===== config.mk =====
export PLATFORM = sky130hd
export DESIGN_NAME = toggle_rx_flat
export DESIGN_NICKNAME = d
export VERILOG_FILES = /design/src/rtl/toggle_rx_if.sv /design/src/rtl/toggle_rx.sv /design/src/flat_wrapper.sv
export SDC_FILE = /design/constraint.sdc
export NUM_CORES = 1
export LEC_CHECK = 0
export ABC_AREA = 1
export ABC_CLOCK_PERIOD_IN_PS = 1300
export BUFFER_PORTS_ARGS = -buffer_cell sky130_fd_sc_hd__buf_2
export CORE_MARGIN = 4
export CORE_UTILIZATION = 45
export DETAILED_ROUTE_END_ITERATION = 10
export GPL_ROUTABILITY_DRIVEN = 1
export GPL_TIMING_DRIVEN = 0
export PLACE_DENSITY = 0.7
export SLEW_MARGIN = 30
export SYNTH_ARGS = -nofsm -noshare
export SYNTH_HDL_FRONTEND = slang
export SYNTH_SLANG_ARGS = --single-unit

===== constraint.sdc =====
create_clock -name clk -period 1.3 [get_ports clk]
set_input_delay 0.065 -clock clk [delete_from_list [all_inputs] [get_ports clk]]
set_output_delay 0.065 -clock clk [all_outputs]
set_load 0.05 [all_outputs]

===== src/rtl/toggle_rx_if.sv =====
// Event handshake bundle for toggle_rx: toggle line from the sender, the
// pending-event handshake to the consumer, and the counter/overrun status.
interface toggle_rx_if #(
  parameter int unsigned CNT_W = 8
);
  logic             tog_in;
  logic             evt_ready;
  logic             cnt_clr;
  logic             ovr_clr;
  logic             evt_valid;
  logic             ack_tog;
  logic [CNT_W-1:0] evt_cnt;
  logic             ovr;

  modport master (
    output tog_in, evt_ready, cnt_clr, ovr_clr,
    input  evt_valid, ack_tog, evt_cnt, ovr
  );

  modport slave (
    input  tog_in, evt_ready, cnt_clr, ovr_clr,
    output evt_valid, ack_tog, evt_cnt, ovr
  );
endinterface


===== src/rtl/toggle_rx.sv =====
// Receives a toggle-encoded event line across clock domains, presents one
// pending event at a time, returns a toggle ack and counts every detected event.
module toggle_rx #(
  parameter int unsigned SYNC_STAGES = 2,
  parameter int unsigned CNT_W       = 8
) (
  input  logic        clk,
  input  logic        rst,
  toggle_rx_if.slave  bus
);

  localparam logic [0:0] IDLE = 1'b0;
  localparam logic [0:0] PEND = 1'b1;
  localparam logic [CNT_W-1:0] CNT_ONE = CNT_W'(1);

  logic [SYNC_STAGES-1:0] sync;
  logic                   tog_s;
  logic                   tog_d;
  logic                   edge_det;
  logic [0:0]             state;
  logic [0:0]             state_nxt;
  logic                   ack;
  logic                   ovr_q;
  logic [CNT_W-1:0]       cnt;
  logic                   consume;
  logic                   overrun;

  assign tog_s    = sync[SYNC_STAGES-1];
  assign edge_det = tog_s ^ tog_d;
  assign consume  = (state == PEND) && bus.evt_ready;
  assign overrun  = (state == PEND) && !bus.evt_ready && edge_det;

  // Chain and tog_d both reset to 0, so a line held high through reset
  // release is seen as one event.
  always_ff @(posedge clk or negedge rst) begin
    if (!rst) begin
      sync  <= '0;
      tog_d <= 1'b0;
    end else begin
      sync  <= {sync[SYNC_STAGES-2:0], bus.tog_in};
      tog_d <= tog_s;
    end
  end

  always_comb begin
    state_nxt = state;
    case (state)
      IDLE:    if (edge_det) state_nxt = PEND;
      PEND:    if (bus.evt_ready && !edge_det) state_nxt = IDLE;
      default: state_nxt = IDLE;
    endcase
  end

  always_ff @(posedge clk or negedge rst) begin
    if (!rst) begin
      state <= IDLE;
      ack   <= 1'b0;
      ovr_q <= 1'b0;
      cnt   <= '0;
    end else begin
      state <= state_nxt;
      if (consume) ack <= ~ack;
      // Overrun set takes priority over a same-cycle clear.
      if (overrun) ovr_q <= 1'b1;
      else if (bus.ovr_clr) ovr_q <= 1'b0;
      if (bus.cnt_clr) cnt <= edge_det ? CNT_ONE : '0;
      else if (edge_det) cnt <= cnt + CNT_ONE;
    end
  end

  assign bus.evt_valid = (state == PEND);
  assign bus.ack_tog   = ack;
  assign bus.evt_cnt   = cnt;
  assign bus.ovr       = ovr_q;

endmodule

===== src/flat_wrapper.sv =====
// flat-port wrapper written by rule: the top's interface ports become plain ports
module toggle_rx_flat 
#(
  parameter int unsigned SYNC_STAGES = 2,
  parameter int unsigned CNT_W       = 8
)
  (clk, rst, bus_tog_in, bus_evt_ready, bus_cnt_clr, bus_ovr_clr, bus_evt_valid, bus_ack_tog, bus_evt_cnt, bus_ovr);
  toggle_rx_if #(.CNT_W(CNT_W)) bus_i ();
  input  logic clk;
  input  logic rst;
  input wire logic [$bits(bus_i.tog_in)-1:0] bus_tog_in;
  input wire logic [$bits(bus_i.evt_ready)-1:0] bus_evt_ready;
  input wire logic [$bits(bus_i.cnt_clr)-1:0] bus_cnt_clr;
  input wire logic [$bits(bus_i.ovr_clr)-1:0] bus_ovr_clr;
  output wire logic [$bits(bus_i.evt_valid)-1:0] bus_evt_valid;
  output wire logic [$bits(bus_i.ack_tog)-1:0] bus_ack_tog;
  output wire logic [$bits(bus_i.evt_cnt)-1:0] bus_evt_cnt;
  output wire logic [$bits(bus_i.ovr)-1:0] bus_ovr;
  assign bus_i.tog_in = bus_tog_in;
  assign bus_i.evt_ready = bus_evt_ready;
  assign bus_i.cnt_clr = bus_cnt_clr;
  assign bus_i.ovr_clr = bus_ovr_clr;
  assign bus_evt_valid = bus_i.evt_valid;
  assign bus_ack_tog = bus_i.ack_tog;
  assign bus_evt_cnt = bus_i.evt_cnt;
  assign bus_ovr = bus_i.ovr;
  toggle_rx #(.SYNC_STAGES(SYNC_STAGES), .CNT_W(CNT_W)) u_core (.clk(clk), .rst(rst), .bus(bus_i));
endmodule

==> summary.md, run 1 <==
| Metric | Value |
|---|---|
| Reg2reg end | `u_core.bus.evt_cnt[4]` |
| Fmax | `869 MHz` |
| Clock buffer depth | `2` |
| Final Setup Violations | `0` |
| Top post-synthesis cells by area | `dfrtp_1 54%, nand2_1 13%, inv_1 8.0%` |
| Hold Crit Depth | `3` |
| Fin. max-slew vios | `0` |
| Setup TNS Final | `0 ns` |
| TritonRoute pass-1 iters | `4` |
| Area Overhead vs Synth | `26.6%` |
| CP max FO | `5` |
| Worst r2r src | `u_core.bus.evt_cnt[0]` |
| Post-DP HPWL | `989 um` |
| Diodes inserted | `0` |
| Wirelength per Cell | `11.8 um` |
| Cell Area, Placed | `757 um2` |
| Io pins | `17` |
| Commonest cells after routing, fill and taps aside | `22 x nand2_1, 16 x buf_2, 14 x inv_1, 11 x dfrtp_1, 6 x nor2_1` |
| Layout Cells excl Fill | `116` |
| Vias in the first global route | `577` |
| Combinational fraction of design power | `0.253` |
| Post-synthesis cell area | `654 um2` |
| Chip Height | `46.1 um` |
| Hold endpoint | `u_core.bus.ack_tog` |
| WS Path Type | `flop to flop` |
| GRT overflow | `0` |
| Die width | `46.1 um` |
| GP Congestion | `0.788` |
| CP startpoint kind | `flop` |
| Largest net degree at the start of global routing | `15` |
| Commonest non-fill, non-tap cell in the layout | `nand2_1` |
| PD cells | `1240 mW/mm2` |
| Syn nets | `84` |
| Skew final | `0.0114 ns` |
| Via density | `5.09` |
| HP Start | `bus_evt_ready` |
| Yosys Warn Count | `0` |
| FF-to-FF path depth | `6` |
| Global-route wire length before repair | `2330 um` |
| FF-to-FF setup slack | `0.15 ns` |
| Flop pwr share | `0.494` |
| Final hold violations | `0` |
| Clock Power Share | `0.253` |
| Slew @ Worst Pin | `0.326 ns` |
| Top cell type's share of synthesized area | `0.535` |
| Post-Syn Area per Cell | `8.50 um2` |
| Fin nets | `109` |
| CP arrival | `1.33 ns` |
| Crit share post-route | `0.885` |
| H-tree depth | `1` |
| Sequential area share after synthesis | `0.535` |
| Worst-path clk slew | `0.09 ns` |
| Hold Path Class | `primary input to flop` |
| Initial antenna violation count | `0` |
| MaxCap Viol Count | `0` |
| Core area | `0.00133 mm2` |
| Starting density of the core | `0.491` |
| Worst rel slew slack | `0.783` |
| Root buf cell | `clkbuf_4` |
| Required time worst endpoint | `1.48 ns` |
| Final std cell area, no fill | `828 um2` |
| Num CTS Buffers | `3` |
| Status | `complete, no violations` |
| Worst setup EP type | `flop` |
| Peak supply drop | `954 uV` |
| Cell count after placement | `108` |
| P_int | `0.664 mW` |
| Layout cells sized above 1 | `0.257` |
| Vias | `591` |
| Synthesis-stage register bit count | `14` |
| Switching Fraction | `0.352` |
| Routed Antenna Nets | `0` |
| Detailed Route WL | `1370 um` |
| Leading area contributor after synthesis | `dfrtp_1` |
| Clk_lat worst skew | `0.28 ns` |
| Cell count after synthesis | `77` |
| Static Leak | `0.433 nW` |
| # rows | `13` |
| DR iter-0 viols | `8` |
| Final core utilization | `0.621` |
| Drc violations | `0` |
| Full die area | `0.00213 mm2` |
| Post-CTS Setup Bufs | `0` |
| Distinct cells, synth | `18` |
| Min cycle time layout | `1.15 ns` |
| Port buffer count | `16` |
| Switching pwr | `0.361 mW` |
| Total track usage | `0.154` |
| CTS sink cnt | `14` |
| RSZ-0062 raised after global routing | `no` |
| CTS tree | `done` |
## metrics by stage
stage	power, mW	hold slack, ns	setup WS, ns
floorplan	0.695	-0.231	0.0177
global placement	0.758	-0.0248	0.187
detailed placement	0.764	-0.0209	0.138
CTS	1.04	0.0504	0.117
global route	1.09	0.0613	0.0194
finish	1.03	0.0590	0.150
## state kept, by name, indices dropped and copies added, names as in the netlist
| name | flops |
|---|---|
| u_core.bus.ack_tog | 1 |
| u_core.bus.evt_cnt | 8 |
| u_core.bus.evt_valid | 1 |
| u_core.bus.ovr | 1 |
| u_core.sync | 2 |
| u_core.tog_d | 1 |
## cells by family (layout without fill, tap and decap cells)
group / Yosys count / after routing / share of synthesized area
xor+xnor: 2 / 2 / 0.0268
flops: 14 / 14 / 0.535
simple gates: 40 / 40 / 0.287
compound gates: 6 / 6 / 0.0516
buf+inv: 14 / 38 / 0.0803
fa+ha+maj: 1 / 1 / 0.0191
## critical path, stage by stage (launching register included)
cell,delay (ns)
dfrtp_2,0.42
ha_1,0.25
inv_1,0.06
nor2_1,0.13
nand3_1,0.09
nand2_1,0.07
nor2_1,0.04
## area by class of cell
| type | instances | area, um2 |
|---|---|---|
| Clock buffer | 4 | 26.3 |
| Fill cell | 114 | 505 |
| Inverter | 14 | 52.6 |
| Multi-Input combinational cell | 49 | 256 |
| Sequential cell | 14 | 354 |
| Tap cell | 15 | 18.8 |
| Timing Repair Buffer | 20 | 120 |
## power groups by stage
| stage | sequential, mW | combinational [mW] | clock (mW) |
|---|---|---|---|
| 6_report | 0.506 | 0.260 | 0.260 |
| 5_1_grt | 0.512 | 0.279 | 0.297 |
| 4_1_cts | 0.506 | 0.260 | 0.273 |
| 3_5_place_dp | 0.515 | 0.250 | 0 |
| 3_3_place_gp | 0.512 | 0.246 | 0 |
| 2_1_floorplan | 0.630 | 0.0647 | 0 |
## routing by layer
metal / GRT usage / routed length, um
met1: 0.181 / 585
met2: 0.250 / 682
met3: 0.0391 / 74
met4: 0.0909 / 31
met5: 0 / 0
## Yosys cell counts (all sizes together)
cell type	instances
a21oi	3
ha	1
nor3b	1
o21ai	1
nor3	1
o22ai	1
nand3	6
nor2	8
xnor2	2
nand2	23
inv	14
o31ai	1
nand4	1
dfrtp	14
## repair_timing
item / CTS / global route
endpoints found under the setup margin: 0 / 1
gates resized for setup: 0 / 1
hold buffers: 4 / 0
endpoints found under the hold margin: 17 / 0
## how the worst max path moves through the flow
| stage | slack (ns) | startpoint | endpoint | depth (start not counted) |
|---|---|---|---|---|
| global route | 0.02 | u_core.sync[1] | u_core.bus.evt_cnt[0] | 7 |
| finish | 0.15 | u_core.bus.evt_cnt[0] | u_core.bus.evt_cnt[4] | 6 |
| CTS | 0.12 | u_core.sync[1] | u_core.bus.evt_cnt[2] | 7 |
| detailed placement | 0.14 | u_core.sync[1] | u_core.bus.evt_cnt[2] | 7 |
| global placement | 0.19 | u_core.sync[1] | u_core.bus.evt_cnt[2] | 7 |
| floorplan | 0.02 | u_core.bus.evt_cnt[6] | u_core.bus.evt_cnt[7] | 5 |
No activity file was read; power rests on OpenSTA's default activity.
==> run 2, diff against run 1 <==
--- a/config.mk
+++ b/config.mk
@@ -10,6 +10,7 @@
 export BUFFER_PORTS_ARGS = -buffer_cell sky130_fd_sc_hd__buf_2
 export CORE_MARGIN = 4
 export CORE_UTILIZATION = 45
+export CTS_BUF_LIST = sky130_fd_sc_hd__clkbuf_2 sky130_fd_sc_hd__clkbuf_4 sky130_fd_sc_hd__clkbuf_8
 export DETAILED_ROUTE_END_ITERATION = 10
 export GPL_ROUTABILITY_DRIVEN = 1
 export GPL_TIMING_DRIVEN = 0
==> summary.md, run 2 (synthesized netlist as in run 1, its figures left out) <==
| Metric | Value |
|---|---|
| Status | `complete, no violations` |
| Largest net degree at the start of global routing | `15` |
| Setup TNS Final | `0 ns` |
| Clock Power Share | `0.265` |
| Via density | `4.97` |
| Worst rel slew slack | `0.790` |
| Global-route wire length before repair | `2330 um` |
| PD cells | `1250 mW/mm2` |
| GP Congestion | `0.788` |
| Starting density of the core | `0.491` |
| CP startpoint kind | `flop` |
| GRT overflow | `0` |
| Die width | `46.1 um` |
| CTS sink cnt | `14` |
| Flop pwr share | `0.486` |
| Design Power | `1.04 mW` |
| CP max FO | `5` |
| Initial antenna violation count | `0` |
| Vias | `577` |
| Fmax | `880 MHz` |
| Worst setup EP type | `flop` |
| H-tree depth | `1` |
| Vias in the first global route | `577` |
| Core area | `0.00133 mm2` |
| CP arrival | `1.32 ns` |
| Total track usage | `0.154` |
| Slew @ Worst Pin | `0.315 ns` |
| # rows | `13` |
| Layout Cells excl Fill | `116` |
| Crit share post-route | `0.874` |
| Final Setup Violations | `0` |
| Final std cell area, no fill | `832 um2` |
| Cell count after placement | `108` |
| P_int | `0.685 mW` |
| Min cycle time layout | `1.14 ns` |
| Root buf cell | `clkbuf_4` |
| Hold Path Class | `primary input to flop` |
| Diodes inserted | `0` |
| Commonest cells after routing, fill and taps aside | `22 x nand2_1, 16 x buf_2, 14 x inv_1, 11 x dfrtp_1, 6 x nor2_1` |
| Worst-path clk slew | `0.09 ns` |
| Hold_ws | `0.0604 ns` |
| Chip Height | `46.1 um` |
| Drc violations | `0` |
| Fin. max-slew vios | `0` |
| Clk_lat worst skew | `0.28 ns` |
| Commonest non-fill, non-tap cell in the layout | `nand2_1` |
| Wirelength per Cell | `11.6 um` |
| Port buffer count | `16` |
| Peak supply drop | `955 uV` |
| Skew final | `0.00925 ns` |
| CTS tree | `done` |
| Detailed Route WL | `1350 um` |
| Combinational fraction of design power | `0.249` |
| RSZ-0062 raised after global routing | `no` |
| Routed Antenna Nets | `0` |
| Cell Area, Placed | `757 um2` |
| MaxCap Viol Count | `0` |
| Area Overhead vs Synth | `27.2%` |
| Static Leak | `0.436 nW` |
| Final hold violations | `0` |
| Switching Fraction | `0.342` |
| Layout cells sized above 1 | `0.267` |
| DR iter-0 viols | `18` |
| Final core utilization | `0.624` |
| Pre-CTS setup slack | `0.138 ns` |
| Clock buffer depth | `2` |
| Final WS setup | `0.164 ns` |
| Io pins | `17` |
| Max FFs per register | `8` |
| Fin nets | `109` |
| WS Path Type | `flop to flop` |
| Switching pwr | `0.356 mW` |
| TritonRoute pass-1 iters | `4` |
| Post-DP HPWL | `989 um` |
| Post-CTS Setup Bufs | `0` |
| Required time worst endpoint | `1.49 ns` |
| Num CTS Buffers | `3` |
| Full die area | `0.00213 mm2` |
[run 2: final timing paths]
path	startpoint	endpoint	slack, ns	cells past startpoint
min	bus_evt_ready	u_core.bus.ack_tog	0.06	3
max in group asynchronous	rst	u_core.bus.evt_cnt[0]	0.83	2
max reg2reg	u_core.bus.evt_cnt[0]	u_core.bus.evt_cnt[2]	0.16	3
max	u_core.bus.evt_cnt[0]	u_core.bus.evt_cnt[2]	0.16	3
min reg2reg	u_core.sync[0]	u_core.sync[1]	0.37	0
min in group asynchronous	rst	u_core.sync[1]	0.20	2
[run 2: worst max-delay path, cell delays in order (launching register included)]
cell	delay, ns
dfrtp_2	0.45
ha_1	0.26
xnor2_1	0.15
o31ai_1	0.19
[run 2: power groups by stage]
stage                     clock (mW)  sequential [mW]  combinational, mW
final                          0.276            0.506              0.259
after global routing           0.318            0.512              0.279
after CTS                      0.294            0.506              0.260
after detailed placement           0            0.515              0.250
after global placement             0            0.512              0.246
after floorplan                    0            0.630             0.0647
[run 2: layer usage]
metal  global-route usage  wire, um  vias up
li1                     -         -      286
met1                0.181       591      266
met2                0.250       659       21
met3               0.0391        75        4
met4               0.0909        23        0
met5                    0         0        -
[run 2: cell type report]
cell class | instances | area [um2]
flip-flops and latches | 14 | 354
fillers | 114 | 502
inverters | 14 | 52.6
multi-input cells | 49 | 256
repair buffers | 20 | 120
clock buffers | 4 | 30.0
well taps | 15 | 18.8
[run 2: repair_timing]
action / CTS / global route
hold buffers: 4 / 0
gates resized for setup: 0 / 1
endpoints found under the setup margin: 0 / 1
endpoints found under the hold margin: 17 / 0
